$ cat config.mk
export PLATFORM = sky130hd
export DESIGN_NAME = serial_tx_16bit_flat
export DESIGN_NICKNAME = d
export VERILOG_FILES = /design/src/rtl/serial_tx_16bit_if.sv /design/src/rtl/serial_tx_16bit.sv /design/src/flat_wrapper.sv
export SDC_FILE = /design/constraint.sdc
export NUM_CORES = 1
export LEC_CHECK = 0
export ABC_CLOCK_PERIOD_IN_PS = 6000
export CORE_MARGIN = 10
export CORE_UTILIZATION = 53
export DETAILED_ROUTE_END_ITERATION = 7
export HOLD_SLACK_MARGIN = 0.02
export PLACE_DENSITY = 0.84
export SETUP_SLACK_MARGIN = 0.4
export SYNTH_ARGS = -nofsm -noshare
export SYNTH_HDL_FRONTEND = slang
export SYNTH_SLANG_ARGS = --single-unit
$ cat constraint.sdc
create_clock -name i_clk -period 6 [get_ports i_clk]
set_clock_uncertainty 0.05 [all_clocks]
set_input_delay 0.6 -clock i_clk [delete_from_list [all_inputs] [get_ports i_clk]]
set_output_delay 0.6 -clock i_clk [all_outputs]
set_load 0.02 [all_outputs]
$ cat src/rtl/serial_tx_16bit_if.sv
`default_nettype none
// ============================================================================
// Module      : serial_tx_16bit_if
// Description : Handshake, control and serial-output bundle for the 16-bit
//               parallel-in / serial-out transmitter.
// Revision    : 1.0 - initial release
// ============================================================================
interface serial_tx_16bit_if;
  // Upstream word offer
  logic [15:0] i_data;
  logic [3:0]  i_len;
  logic        i_msb_first;
  logic        i_valid;
  logic        o_ready;
  // Frame control
  logic        i_stall;
  logic        i_abort;
  // Serial output side
  logic [3:0]  o_sel;
  logic        o_bit;
  logic        o_bit_valid;
  logic        o_last;
  logic        o_busy;

  // Transmitter side
  modport slave (
    input  i_data, i_len, i_msb_first, i_valid, i_stall, i_abort,
    output o_ready, o_sel, o_bit, o_bit_valid, o_last, o_busy
  );

  // Upstream / controller side
  modport master (
    output i_data, i_len, i_msb_first, i_valid, i_stall, i_abort,
    input  o_ready, o_sel, o_bit, o_bit_valid, o_last, o_busy
  );
endinterface
`default_nettype wire

$ cat src/rtl/serial_tx_16bit.sv
`default_nettype none
// ============================================================================
// Module      : serial_tx_16bit
// Description : Captures a 16-bit word and presents it one bit per cycle,
//               LSB- or MSB-first, with a programmable frame length of 1..16
//               bits, downstream stall, frame abort and zero-bubble
//               back-to-back frames. The bit index is exported on o_sel.
// Revision    : 1.0 - initial release
// ============================================================================
module serial_tx_16bit #(
  parameter logic RESET_BIT = 1'b0
) (
  input  wire logic          i_clk,
  input  wire logic          i_rst_n,
  serial_tx_16bit_if.slave   bus
);

  localparam logic [0:0] S_IDLE  = 1'b0;
  localparam logic [0:0] S_SHIFT = 1'b1;

  logic [0:0]  r_state;
  logic [15:0] r_data;
  logic [3:0]  r_len;
  logic        r_msb_first;
  logic [3:0]  r_sel;

  logic        w_shift;
  logic        w_last;
  logic        w_ready;
  logic        w_accept;
  logic        w_abort;

  assign w_shift = (r_state == S_SHIFT);

  // End index depends on the captured order: 0 when counting down, the
  // captured length when counting up.
  assign w_last  = w_shift && (r_msb_first ? (r_sel == 4'd0) : (r_sel == r_len));

  // Abort only has meaning while a frame is in flight.
  assign w_abort = w_shift && bus.i_abort;

  // Idle always accepts; in SHIFT a new word may only be taken on an
  // unstalled, non-aborted final bit so consecutive frames abut.
  assign w_ready  = w_shift ? (w_last && !bus.i_stall && !w_abort) : 1'b1;
  assign w_accept = bus.i_valid && w_ready;

  // Frame sequencing: abort beats accept, accept beats advance.
  always_ff @(posedge i_clk or negedge i_rst_n) begin
    if (!i_rst_n) begin
      r_state     <= S_IDLE;
      r_data      <= 16'd0;
      r_len       <= 4'd0;
      r_msb_first <= 1'b0;
      r_sel       <= 4'd0;
    end else if (w_abort) begin
      r_state <= S_IDLE;
    end else if (w_accept) begin
      r_state     <= S_SHIFT;
      r_data      <= bus.i_data;
      r_len       <= bus.i_len;
      r_msb_first <= bus.i_msb_first;
      r_sel       <= bus.i_msb_first ? bus.i_len : 4'd0;
    end else if (w_shift && !bus.i_stall) begin
      if (w_last) begin
        r_state <= S_IDLE;
      end else if (r_msb_first) begin
        r_sel <= r_sel - 4'd1;
      end else begin
        r_sel <= r_sel + 4'd1;
      end
    end
  end

  // Outputs are pure functions of registered state apart from o_ready.
  assign bus.o_ready     = w_ready;
  assign bus.o_sel       = r_sel;
  assign bus.o_bit       = w_shift ? r_data[r_sel] : RESET_BIT;
  assign bus.o_bit_valid = w_shift;
  assign bus.o_last      = w_last;
  assign bus.o_busy      = w_shift;

endmodule
`default_nettype wire

$ cat src/flat_wrapper.sv
// flat-port wrapper written by rule: the top's interface ports become plain ports
module serial_tx_16bit_flat 
#(
  parameter logic RESET_BIT = 1'b0
)
  (i_clk, i_rst_n, bus_i_data, bus_i_len, bus_i_msb_first, bus_i_valid, bus_i_stall, bus_i_abort, bus_o_ready, bus_o_sel, bus_o_bit, bus_o_bit_valid, bus_o_last, bus_o_busy);
  serial_tx_16bit_if bus_i ();
  input  wire logic i_clk;
  input  wire logic i_rst_n;
  input wire logic [$bits(bus_i.i_data)-1:0] bus_i_data;
  input wire logic [$bits(bus_i.i_len)-1:0] bus_i_len;
  input wire logic [$bits(bus_i.i_msb_first)-1:0] bus_i_msb_first;
  input wire logic [$bits(bus_i.i_valid)-1:0] bus_i_valid;
  input wire logic [$bits(bus_i.i_stall)-1:0] bus_i_stall;
  input wire logic [$bits(bus_i.i_abort)-1:0] bus_i_abort;
  output wire logic [$bits(bus_i.o_ready)-1:0] bus_o_ready;
  output wire logic [$bits(bus_i.o_sel)-1:0] bus_o_sel;
  output wire logic [$bits(bus_i.o_bit)-1:0] bus_o_bit;
  output wire logic [$bits(bus_i.o_bit_valid)-1:0] bus_o_bit_valid;
  output wire logic [$bits(bus_i.o_last)-1:0] bus_o_last;
  output wire logic [$bits(bus_i.o_busy)-1:0] bus_o_busy;
  assign bus_i.i_data = bus_i_data;
  assign bus_i.i_len = bus_i_len;
  assign bus_i.i_msb_first = bus_i_msb_first;
  assign bus_i.i_valid = bus_i_valid;
  assign bus_i.i_stall = bus_i_stall;
  assign bus_i.i_abort = bus_i_abort;
  assign bus_o_ready = bus_i.o_ready;
  assign bus_o_sel = bus_i.o_sel;
  assign bus_o_bit = bus_i.o_bit;
  assign bus_o_bit_valid = bus_i.o_bit_valid;
  assign bus_o_last = bus_i.o_last;
  assign bus_o_busy = bus_i.o_busy;
  serial_tx_16bit #(.RESET_BIT(RESET_BIT)) u_core (.i_clk(i_clk), .i_rst_n(i_rst_n), .bus(bus_i));
endmodule
==> impl_metrics.env <==
export IMPL_post_route_min_period_ps=3380
export IMPL_critPathKind="register to output pin"
export IMPL_slew_viol_final=0
export IMPL_hpwlAfterDp_mm=2.38
export IMPL_worstMarginPinSlew_ps=1170
export IMPL_design_area_um2=1880
export IMPL_grt_pass1_wl_mm=5.23
export IMPL_irDropWorstVdd_v=0.000365
export IMPL_rsz0062_at_grt="false"
export IMPL_floorplan_initialDensity_pct=55.2
export IMPL_fmax_mhz=296
export IMPL_drtIter0Drc=50
export IMPL_cts_buffers_inserted=3
export IMPL_powerDensity_nw_per_um2=511
export IMPL_htree_levels=1
export IMPL_p_sw_uw=334
export IMPL_r2r_slack_ps=3360
export IMPL_grt_pass1_vias=1110
export IMPL_wl_per_cell_um=18.0
export IMPL_slowest_stage="mux4_1"
export IMPL_finalHoldViolations=0
export IMPL_worstHoldStart="u_core.r_data[7]"
export IMPL_clk_latency_ps=320
export IMPL_outcome="completed"
export IMPL_viasPerCell=5.72
export IMPL_worstPathRequired_ps=5350
export IMPL_io_buffers=34
export IMPL_cp_cell_sequence="mux4_1 -> mux4_2 -> and2_1 -> clkdlybuf4s50_1"
export IMPL_grt_overflow=0
export IMPL_clock_sinks=26
export IMPL_seqPwrFrac_pct=36.4
export IMPL_cts_root_buf="clkbuf_4"
export IMPL_ys_warn_count=0
export IMPL_hold_path_class="register to register"
export IMPL_r2r_cells=5
export IMPL_ys_seq_area_share_pct=43.1
export IMPL_internal_power_uw=626
export IMPL_netlist_area_um2=1510
export IMPL_clkPwrFrac_pct=12.5
export IMPL_final_cell_mix="clkdlybuf4s50_1, dfrtp_1, mux2_4, inv_1, mux2_2"
export IMPL_ios=35
export IMPL_drt_total_wl_mm=3.10
export IMPL_drcViolationCount=0
export IMPL_hold_depth=1
export IMPL_syn_num_nets=139
export IMPL_post_cts_setup_buffer_count=0
export IMPL_nets=171
export IMPL_combPwrFrac_pct=51.1
export IMPL_clockBufferDepth=2
export IMPL_place_congestion=0.800
export IMPL_synthToLayoutAreaGrowth_pct=24.4
export IMPL_p_leak_uw=0.000831
export IMPL_vias=984
export IMPL_endpoint_kind="output pin"
export IMPL_post_cts_resized=0
export IMPL_cts_tree="built"
export IMPL_chipHeight_um=73.4
export IMPL_gr_usage_all_layers_pct=11.9
export IMPL_synth_ff_type="dfrtp_1"
export IMPL_cts_reportedPaths_clkPinSlew_ps=140
export IMPL_reg2reg_from="u_core.bus.o_sel[0]"
export IMPL_synth_async_reset_ratio_pct=100
export IMPL_synth_edf_count=0
export IMPL_diodes=0
export IMPL_maxCapViolCount=0
export IMPL_postCtsHoldBufs=0
export IMPL_antenna_found_initial=0
export IMPL_setup_viol=0
export IMPL_grt_max_degree=30
export IMPL_layout_commonest_cell="clkdlybuf4s50_1"
export IMPL_critPathMaxFanout=9
export IMPL_finalCritPeriodShare_pct=56.3
export IMPL_drtPass1Iterations=4
export IMPL_synth_seq_cells=26
export IMPL_synthDistinctLibCells=38
export IMPL_hold_end="u_core.r_data[7]"
export IMPL_switching_share_pct=34.8
export IMPL_num_rows=19
export IMPL_postSynthAreaPerCell_um2=13.7
export IMPL_path_buf_inv=1
export IMPL_die_area_um2=5380
export IMPL_ant_nets=0
export IMPL_placed_area_um2=1830
export IMPL_syn_inst=110
export IMPL_maxSlewHeadroom_pct=21.5
export IMPL_rr_endpoint="u_core.bus.o_sel[3]"
export IMPL_cp_top_family="multiplexers"
export IMPL_cp_start_kind="register"
export IMPL_fin_tns_setup_ps=0
export IMPL_drive_gt1_share_pct=25.5
export IMPL_cpPeakStageDelay_ps=620
export IMPL_die_x_um=73.4
export IMPL_arrival_ps=2730
export IMPL_core_area_um2=2730
per-layer routing:
layer / vias up / global-route usage (%) / share of wire (%)
met1: 501 / 14.6 / 40
met3: 2 / 2.69 / 5.8
met2: 22 / 20.1 / 53
met5: - / 0 / 0
met4: 0 / 4.35 / 0.74
li1: 459 / - / -
area by class of cell:
| cell class | count | area, um^2 |
|---|---|---|
| clock buffers | 3 | 22.5 |
| clock inverters | 1 | 30.0 |
| fillers | 200 | 856 |
| inverters | 5 | 18.8 |
| multi-input cells | 72 | 777 |
| flip-flops and latches | 26 | 651 |
| well taps | 31 | 38.8 |
| repair buffers | 34 | 340 |
logic make-up after synthesis:
kind of cell | share of synthesized area (%)
mux | 28.6
compound gates | 9.03
xor+xnor | 3.48
flops | 43.1
buf+inv | 5.96
simple gates | 6.88
fa+ha+maj | 2.98
worst max-delay path by stage:
stage,start,to,slack [ps],cells past startpoint
detailed placement,bus_i_valid,u_core.bus.o_sel[3],2950,6
floorplan,u_core.bus.o_sel[2],bus_o_ready,3470,5
CTS,u_core.bus.o_sel[0],bus_o_bit,2590,4
global route,u_core.bus.o_sel[0],bus_o_bit,2480,4
global placement,u_core.bus.o_sel[0],bus_o_bit,2970,4
finish,u_core.bus.o_sel[0],bus_o_bit,2620,4
flip-flops by register name, indices dropped and copies added (netlist names):
signal / flops
u_core.r_data: 16
u_core.bus.o_bit_valid: 1
u_core.bus.o_sel: 4
u_core.r_len: 4
u_core.r_msb_first: 1
cells in the mapped netlist, drive strengths merged, types with 2 or more instances:
cell type,n,area share (%)
a21o,2,0.99
a21oi,5,2.2
buf,6,4.4
dfrtp,26,43
ha,2,1.7
inv,5,1.2
mux2,22,21
mux4,5,8.0
nand2,4,0.99
nor2,4,0.99
nor3,2,0.66
o21ai,2,0.66
or2,2,0.83
xnor2,2,1.2
xor2,4,2.3
power groups by stage:
stage          Clock, uW  Sequential (uW)  Combinational [uW]
3_5_place_dp           0              354                 495
2_1_floorplan          0              326                 391
5_1_grt              129              364                 534
3_3_place_gp           0              345                 480
6_report             120              350                 491
4_1_cts              123              350                 497
per-stage QoR:
stage / cells / setup WS, ps / util [%] / total power (uW) / hold slack, ps
floorplan: 110 / 3470 / - / 717 / 254
global route: 172 / 2480 / 68.7 / 1030 / 488
finish: 172 / 2620 / 68.7 / 960 / 479
CTS: 172 / 2590 / 68.7 / 971 / 478
global placement: 168 / 2970 / 66.8 / 825 / 430
detailed placement: 168 / 2950 / 66.8 / 849 / 441
worst register-to-register path, cell delays in order, from the launching register on:
cell,delay [ps]
dfrtp_1,610
xor2_1,230
nor3_1,110
a21oi_4,850
or4bb_1,570
o211a_1,130
Note: power is estimated with default switching activity, not from simulation.
